==> src/rtl/uart_tx_arbiter.sv <==
// Message-granular arbiter sharing one UART TX core between two byte-stream requesters.
// Holds a grant from first byte to last byte, sequences start/busy, and inserts an idle gap.
module uart_tx_arbiter #(
    parameter int DATA_W      = 8,
    parameter int MAX_MSG_LEN = 64,
    parameter int GAP_CYCLES  = 16
) (
    input  logic              clk_100mhz,
    input  logic              sys_rst_i,
    input  logic              req0_valid,
    input  logic [DATA_W-1:0] req0_data,
    input  logic              req0_last,
    output logic              req0_ready,
    input  logic              req1_valid,
    input  logic [DATA_W-1:0] req1_data,
    input  logic              req1_last,
    output logic              req1_ready,
    output logic              tx_start,
    output logic [DATA_W-1:0] tx_data,
    input  logic              tx_busy,
    output logic [1:0]        grant,
    output logic              overrun_o
);

    localparam int CNT_W = $clog2(MAX_MSG_LEN + 1);
    localparam int GAP_W = (GAP_CYCLES > 0) ? $clog2(GAP_CYCLES + 1) : 1;
    localparam logic [CNT_W-1:0] CNT_MAX  = CNT_W'(MAX_MSG_LEN);
    localparam logic [GAP_W-1:0] GAP_LAST = GAP_W'((GAP_CYCLES > 0) ? GAP_CYCLES - 1 : 0);

    typedef enum logic [2:0] {
        S_IDLE,
        S_LOAD,
        S_WAIT_BUSY,
        S_WAIT_DONE,
        S_GAP
    } state_t;

    state_t            state;
    state_t            state_next;
    logic [CNT_W-1:0]  byte_cnt;
    logic [CNT_W-1:0]  cnt_next;
    logic [GAP_W-1:0]  gap_cnt;
    logic              last_grant;
    logic              msg_end;

    logic              sel_valid;
    logic [DATA_W-1:0] sel_data;
    logic              sel_last;
    logic              ready_en;
    logic              accept;
    logic              hit_max;
    logic              gap_done;
    logic              msg_done;
    logic [1:0]        pick;

    // The granted requester's byte stream is the only one the datapath ever sees.
    assign sel_valid = grant[1] ? req1_valid : req0_valid;
    assign sel_data  = grant[1] ? req1_data  : req0_data;
    assign sel_last  = grant[1] ? req1_last  : req0_last;

    // Valid/ready: a byte moves when valid and ready are both high at a rising clock edge;
    // ready depends only on state, grant and tx_busy, never on valid.
    assign ready_en   = (state == S_LOAD) && !tx_busy;
    assign req0_ready = ready_en && grant[0];
    assign req1_ready = ready_en && grant[1];
    assign accept     = ready_en && (grant != 2'b00) && sel_valid;

    assign cnt_next = byte_cnt + 1'b1;
    assign hit_max  = (cnt_next == CNT_MAX);
    assign gap_done = (gap_cnt == GAP_LAST);
    assign msg_done = (state == S_WAIT_DONE) && !tx_busy && msg_end;

    always_ff @(posedge clk_100mhz or posedge sys_rst_i) begin
        if (sys_rst_i) begin
            state <= S_IDLE;
        end else begin
            state <= state_next;
        end
    end

    always_comb begin
        state_next = state;
        pick       = 2'b00;
        case (state)
            S_IDLE: begin
                // On a tie, last_grant names the requester served most recently.
                if (req0_valid && req1_valid) begin
                    pick = last_grant ? 2'b01 : 2'b10;
                end else if (req0_valid) begin
                    pick = 2'b01;
                end else if (req1_valid) begin
                    pick = 2'b10;
                end
                if (pick != 2'b00) begin
                    state_next = S_LOAD;
                end
            end
            S_LOAD: begin
                if (accept) begin
                    state_next = S_WAIT_BUSY;
                end
            end
            S_WAIT_BUSY: begin
                if (tx_busy) begin
                    state_next = S_WAIT_DONE;
                end
            end
            S_WAIT_DONE: begin
                if (!tx_busy) begin
                    if (!msg_end) begin
                        state_next = S_LOAD;
                    end else if (GAP_CYCLES == 0) begin
                        state_next = S_IDLE;
                    end else begin
                        state_next = S_GAP;
                    end
                end
            end
            S_GAP: begin
                if (gap_done) begin
                    state_next = S_IDLE;
                end
            end
            default: state_next = S_IDLE;
        endcase
    end

    always_ff @(posedge clk_100mhz or posedge sys_rst_i) begin
        if (sys_rst_i) begin
            grant      <= 2'b00;
            tx_start   <= 1'b0;
            tx_data    <= '0;
            overrun_o  <= 1'b0;
            byte_cnt   <= '0;
            gap_cnt    <= '0;
            last_grant <= 1'b1;
            msg_end    <= 1'b0;
        end else begin
            tx_start <= accept;
            if ((state == S_IDLE) && (pick != 2'b00)) begin
                grant    <= pick;
                byte_cnt <= '0;
            end
            if (accept) begin
                tx_data  <= sel_data;
                byte_cnt <= cnt_next;
                msg_end  <= sel_last || hit_max;
                if (hit_max && !sel_last) begin
                    overrun_o <= 1'b1;
                end
            end
            // Grant is dropped as the message ends, so GAP and IDLE both show 00.
            if (msg_done) begin
                grant      <= 2'b00;
                last_grant <= grant[1];
            end
            if (state == S_GAP) begin
                gap_cnt <= gap_cnt + 1'b1;
            end else begin
                gap_cnt <= '0;
            end
        end
    end

endmodule

==> config.mk <==
export PLATFORM = sky130hd
export DESIGN_NAME = uart_tx_arbiter
export DESIGN_NICKNAME = d
export VERILOG_FILES = /design/src/rtl/uart_tx_arbiter.sv
export SDC_FILE = /design/constraint.sdc
export NUM_CORES = 1
export LEC_CHECK = 0
export BUFFER_PORTS_ARGS = -buffer_cell sky130_fd_sc_hd__buf_2
export CORE_MARGIN = 3
export CORE_UTILIZATION = 40
export CTS_CLUSTER_SIZE = 16
export DETAILED_ROUTE_END_ITERATION = 10
export GPL_ROUTABILITY_DRIVEN = 0
export GPL_TIMING_DRIVEN = 0
export HOLD_SLACK_MARGIN = 0.15
export PLACE_DENSITY = 0.62
export SYNTH_ARGS = -nofsm -noshare
export SYNTH_HDL_FRONTEND = slang
export SYNTH_SLANG_ARGS = --single-unit
==> constraint.sdc <==
create_clock -name clk_100mhz -period 2.17 [get_ports clk_100mhz]
set_input_delay 0.434 -clock clk_100mhz [delete_from_list [all_inputs] [get_ports clk_100mhz]]
set_output_delay 0.434 -clock clk_100mhz [all_outputs]
set_load 0.05 [all_outputs]
Word-level counts from Yosys, hierarchy flattened
Cells that the tools add are included.
{"block": "op_classes", "mux": 21, "add_sub_neg": 2, "n_bitwise": 0, "shifts": 0, "magnitude_cmp": 0, "n_mul": 0, "n_eq_ne": 11, "reduce_logical": 21, "div_mod_pow": 0}
{"op": "$mux W3", "n": 6}
{"op": "$mux W2", "n": 8}
{"op": "$pmux W3 S5", "n": 1}
{"op": "$mux W7", "n": 2}
{"op": "$logic_and A1 B1 Y1", "n": 10}
{"op": "$ne A2 B2 Y1 const B", "n": 5}
{"op": "$reduce_bool A2 Y1", "n": 5}
{"op": "$mux W8", "n": 1}
{"op": "$add A7 B1 Y7 const B", "n": 1}
{"op": "$eq A7 B7 Y1 const B", "n": 1}
{"op": "$eq A3 B2 Y1 const B", "n": 2}
{"op": "$add A5 B1 Y5 const B", "n": 1}
{"op": "$eq A5 B4 Y1 const B", "n": 1}
{"op": "$mux W5", "n": 1}
{"op": "$reduce_and A5 Y1", "n": 1}
{"op": "$eq A3 B1 Y1 const B", "n": 1}
{"op": "$eq A3 B3 Y1 const B", "n": 1}
{"op": "$logic_not A3 Y1", "n": 1}
{"op": "$logic_not A1 Y1", "n": 2}
{"op": "$mux W1", "n": 2}
{"op": "$reduce_and A2 Y1", "n": 1}
{"op": "$logic_or A1 B1 Y1", "n": 1}
{"block": "word_totals", "wordCells": 64, "ram_bits": 0, "inputBits": 23, "output_inout_bits": 14, "romBits": 0, "reg_bits": 29, "latchBits": 0, "mem_count": 0}

Depth between registers and ports, before layout
{"block": "logic_depth", "ltp_word": 9, "mapped_depth": 6}

Worst setup path after synthesis
Ideal clock, no wire load.
{"block": "synth_timing", "kind": "flip-flop to output port", "start": "register grant[1]", "end": "output port req1_ready", "path_stages_with_launch": 3, "path_buffers": 1, "slack_ns": 0.110, "t_required_ns": 1.736, "t_arrival_ns": 1.626, "cell_sequence": "dfrtp_1 -> buf_1 -> and2_1"}
{"block": "synth_via", "elab_chain_len": 1}
{"element": "start: declaration", "line_no": "21", "source": "output logic [1:0] grant,"}
{"element": "start signal: assignment", "line_no": "141", "source": "grant <= pick;"}
{"element": "$logic_and A1 B1 Y1", "line_no": "65", "source": "assign req1_ready = ready_en && grant[1];"}
{"element": "end: declaration", "line_no": "17", "source": "output logic req1_ready,"}
Every way passes these cells.

Worst setup path after layout
{"block": "layout_timing", "start": "register state[1]", "end": "output port req1_ready"}
{"block": "layout_via", "elab_chain_len": 3}
{"element": "start: declaration", "line_no": "38", "source": "state_t state;"}
{"element": "start signal: assignment", "line_no": "77", "source": "state <= state_next;"}
{"element": "$eq A3 B1 Y1", "line_no": "63", "source": "assign ready_en = (state == S_LOAD) && !tx_busy;"}
{"element": "$logic_and A1 B1 Y1", "line_no": "63"}
{"element": "$logic_and A1 B1 Y1", "line_no": "65"}
Every way passes these cells.

==> results.py <==
metrics = {
    "route": {
        "drt-wirelength-per-cell_um": 13.6,
        "drt_iter0_drc": 52,
        "vias_per_cell": 5.18,
        "drc": 0,
        "first_pass_iters": 4,
        "route.antenna.remaining_nets": 0,
        "vias": 1227,
        "drt_wl_total_mm": 3.22,
    },
    "global_routing": {
        "grt_use_total_pct": 15.8,
        "grt_use_met3_pct": 5.09,
        "gr-total-overflow": 0,
        "grtUsageMet2_pct": 26.0,
        "grt_max_degree": 30,
        "antenna_found_initial": 0,
        "use_met1_pct": 19.9,
        "busiest_layer": "met2",
        "grt_pass1_vias": 1215,
        "grt_pass1_wl_mm": 5.46,
    },
    "synth": {
        "synth.distinct_cells": 44,
        "synth-seq-area-share_pct": 47.2,
        "syn_nets": 174,
        "synth.avg_cell_area_um2": 10.5,
        "async_reset_ff_share_pct": 100,
        "yosysWarnings": 0,
        "synth_edf_count": 0,
        "synth_cells": 147,
        "netlist_area_um2": 1540,
        "ys_seq_elements": 29,
        "synthFlopType": "dfrtp_1",
    },
    "pwr": {
        "p_leak_nw": 0.897,
        "vdd_ir_drop_max_mv": 0.614,
        "p_total_mw": 2.35,
        "power.density_nw_per_um2": 1260,
    },
    "sta": {
        "maxSlewViolCount": 0,
        "finalSetupTns_ps": 0,
        "hold_viol": 0,
        "finalCritPeriodShare_pct": 92.8,
        "worstMarginPinSlew_ps": 1080,
        "slew_headroom_pct": 28.2,
        "holdWs_ps": 420,
        "fmax_mhz": 496,
        "fin_crit_ps": 2010,
        "finalClockSkew_ps": 3.34,
        "setup_slack_ps": 156,
        "setup_viol": 0,
        "rsz0062_at_grt": "no",
    },
    "clocking": {
        "cts.path.max_buffers": 2,
        "cts_tree": "yes",
        "clk_pin_slew_ps": 70,
        "cts_htree_levels": 2,
        "cts_hold_buf": 0,
        "numCtsBuffers": 5,
        "clock-sinks": 29,
        "insertion_delay_ps": 270,
        "root_buffer": "clkbuf_8",
    },
    "floorplanning": {
        "die_area_um2": 4630,
        "io_pins": 37,
        "die_h_um": 68.0,
        "floorplan.rows": 21,
        "die_x_um": 68.0,
        "initial_utilization_pct": 43.7,
        "coreArea_um2": 3520,
    },
    "final_layout": {
        "final_area_um2": 1860,
        "final_util_pct": 52.9,
        "nets": 217,
        "multi_input_area_um2": 754,
        "drive_gt1_share_pct": 31.4,
        "area_growth_syn_to_layout_pct": 21.1,
        "seq_area_um2": 727,
        "diodes": 0,
        "n_fill_cell": 334,
        "final_cells": 237,
    },
    "run_status": {
        "status": "finished clean",
    },
    "worst_setup_path": {
        "cp.required_ps": 1740,
        "ff2ff_path_depth": 6,
        "cp.arrival_ps": 1580,
        "crit_type": "reg2out",
        "startpoint_type": "flip-flop",
        "worstPathMaxFanout": 8,
        "cp-end-kind": "output pin",
    },
    "place": {
        "dp_slack_ps": 256,
        "hpwl_mm": 2.44,
        "dp_cells": 229,
        "portBuffers": 36,
        "dpl-instance-area_um2": 1780,
    },
    "hold_path": {
        "worstHoldPathType": "in2async",
    },
    "job": {
        "drv_cap": 0,
    },
}
-- sequential cells by signal (all words and copies together) (netlist names) --
signal,count
gap_cnt,5
overrun_o,1
byte_cnt,7
tx_start,1
tx_data,8
grant,2
state,3
msg_end,1
last_grant,1
-- what timing repair did --
action | in CTS | in global routing
endpoints found under the setup margin | 1 | 0
buffers inserted | 0 | 0
gates resized for setup | 1 | 0
-- metal layers --
layer / part of all wire [%] / wire, um / vias to the layer above
met5: 0 / 0 / -
met4: 0.25 / 8 / 0
met3: 6.9 / 224 / 2
met2: 49 / 1570 / 42
met1: 44 / 1420 / 579
li1: - / - / 604
-- power breakdown --
part | leakage [nW] | total [mW] | internal (mW) | switching [mW]
Sequential | 0.365 | 0.821 | 0.696 | 0.125
Combinational | 0.488 | 1.09 | 0.361 | 0.733
Clock | 0.0439 | 0.431 | 0.221 | 0.210
-- path summary, 6_finish.rpt --
| check | slack [ps] | startpoint | to |
|---|---|---|---|
| worst max-delay path | 160 | state[1] | req1_ready |
| worst min-delay path | 420 | sys_rst_i | tx_start |
| worst max register to register | 250 | byte_cnt[0] | msg_end |
| worst min register to register | 460 | gap_cnt[0] | gap_cnt[0] |
| max in group asynchronous | 1100 | sys_rst_i | msg_end |
| min in group clk_100mhz | 460 | req0_data[3] | tx_data[3] |
-- final cells by class --
cell class,count,area share [%]
Buffer,7,2.35
Clock buffer,5,3.69
Clock inverter,3,0.940
Inverter,4,0.805
Multi-Input combinational cell,107,40.5
Sequential cell,29,39.0
Tap cell,46,3.09
Timing Repair Buffer,36,9.66
-- cells in the final DEF (no fill, tap or decap), types with 2 or more instances in the layout --
cell type / synthesis / layout
a211oi_1: 2 / 2
a21oi_1: 9 / 9
a22o_1: 5 / 5
and2_1: 3 / 3
and3_1: 3 / 3
buf_2: 4 / 41
clkbuf_8: 0 / 5
clkinv_2: 0 / 2
dfrtp_1: 28 / 28
ha_1: 4 / 4
inv_1: 4 / 4
mux2_2: 3 / 3
mux2i_1: 13 / 13
nand2_1: 12 / 12
nand2b_1: 2 / 2
nand3_1: 3 / 3
nor2_1: 20 / 20
o21bai_1: 2 / 2
xnor2_1: 3 / 3
-- logic make-up after synthesis --
group	after synthesis	share of synthesized area (%)
simple gates	54	18.6
flops	29	47.2
compound gates	28	13.5
mux	17	11.4
buf+inv	11	3.74
xor+xnor	4	2.28
fa+ha+maj	4	3.25
-- cells in the mapped netlist (all sizes together) (2+ instances only) --
cell / count / area (um2)
nand3: 4 / 25.0
nand2b: 2 / 12.5
mux2i: 13 / 130
inv: 4 / 15.0
and3: 3 / 18.8
dfrtp: 28 / 701
nor3: 2 / 15.0
xnor2: 3 / 26.3
mux2: 4 / 45.0
o21bai: 2 / 15.0
buf: 7 / 42.5
a22o: 5 / 43.8
nand2: 12 / 45.0
a31oi: 2 / 18.8
and2: 3 / 18.8
ha: 4 / 50.1
a21oi: 9 / 45.0
o21ai: 2 / 10.0
a211oi: 2 / 15.0
nor2: 20 / 75.1
-- critical path: stages (launching register included) --
cell     delay, ps
dfrtp_1        350
buf_2          170
nor4b_4        350
and2_1         180
buf_2          260
Note: power is estimated with default switching activity, not from simulation.
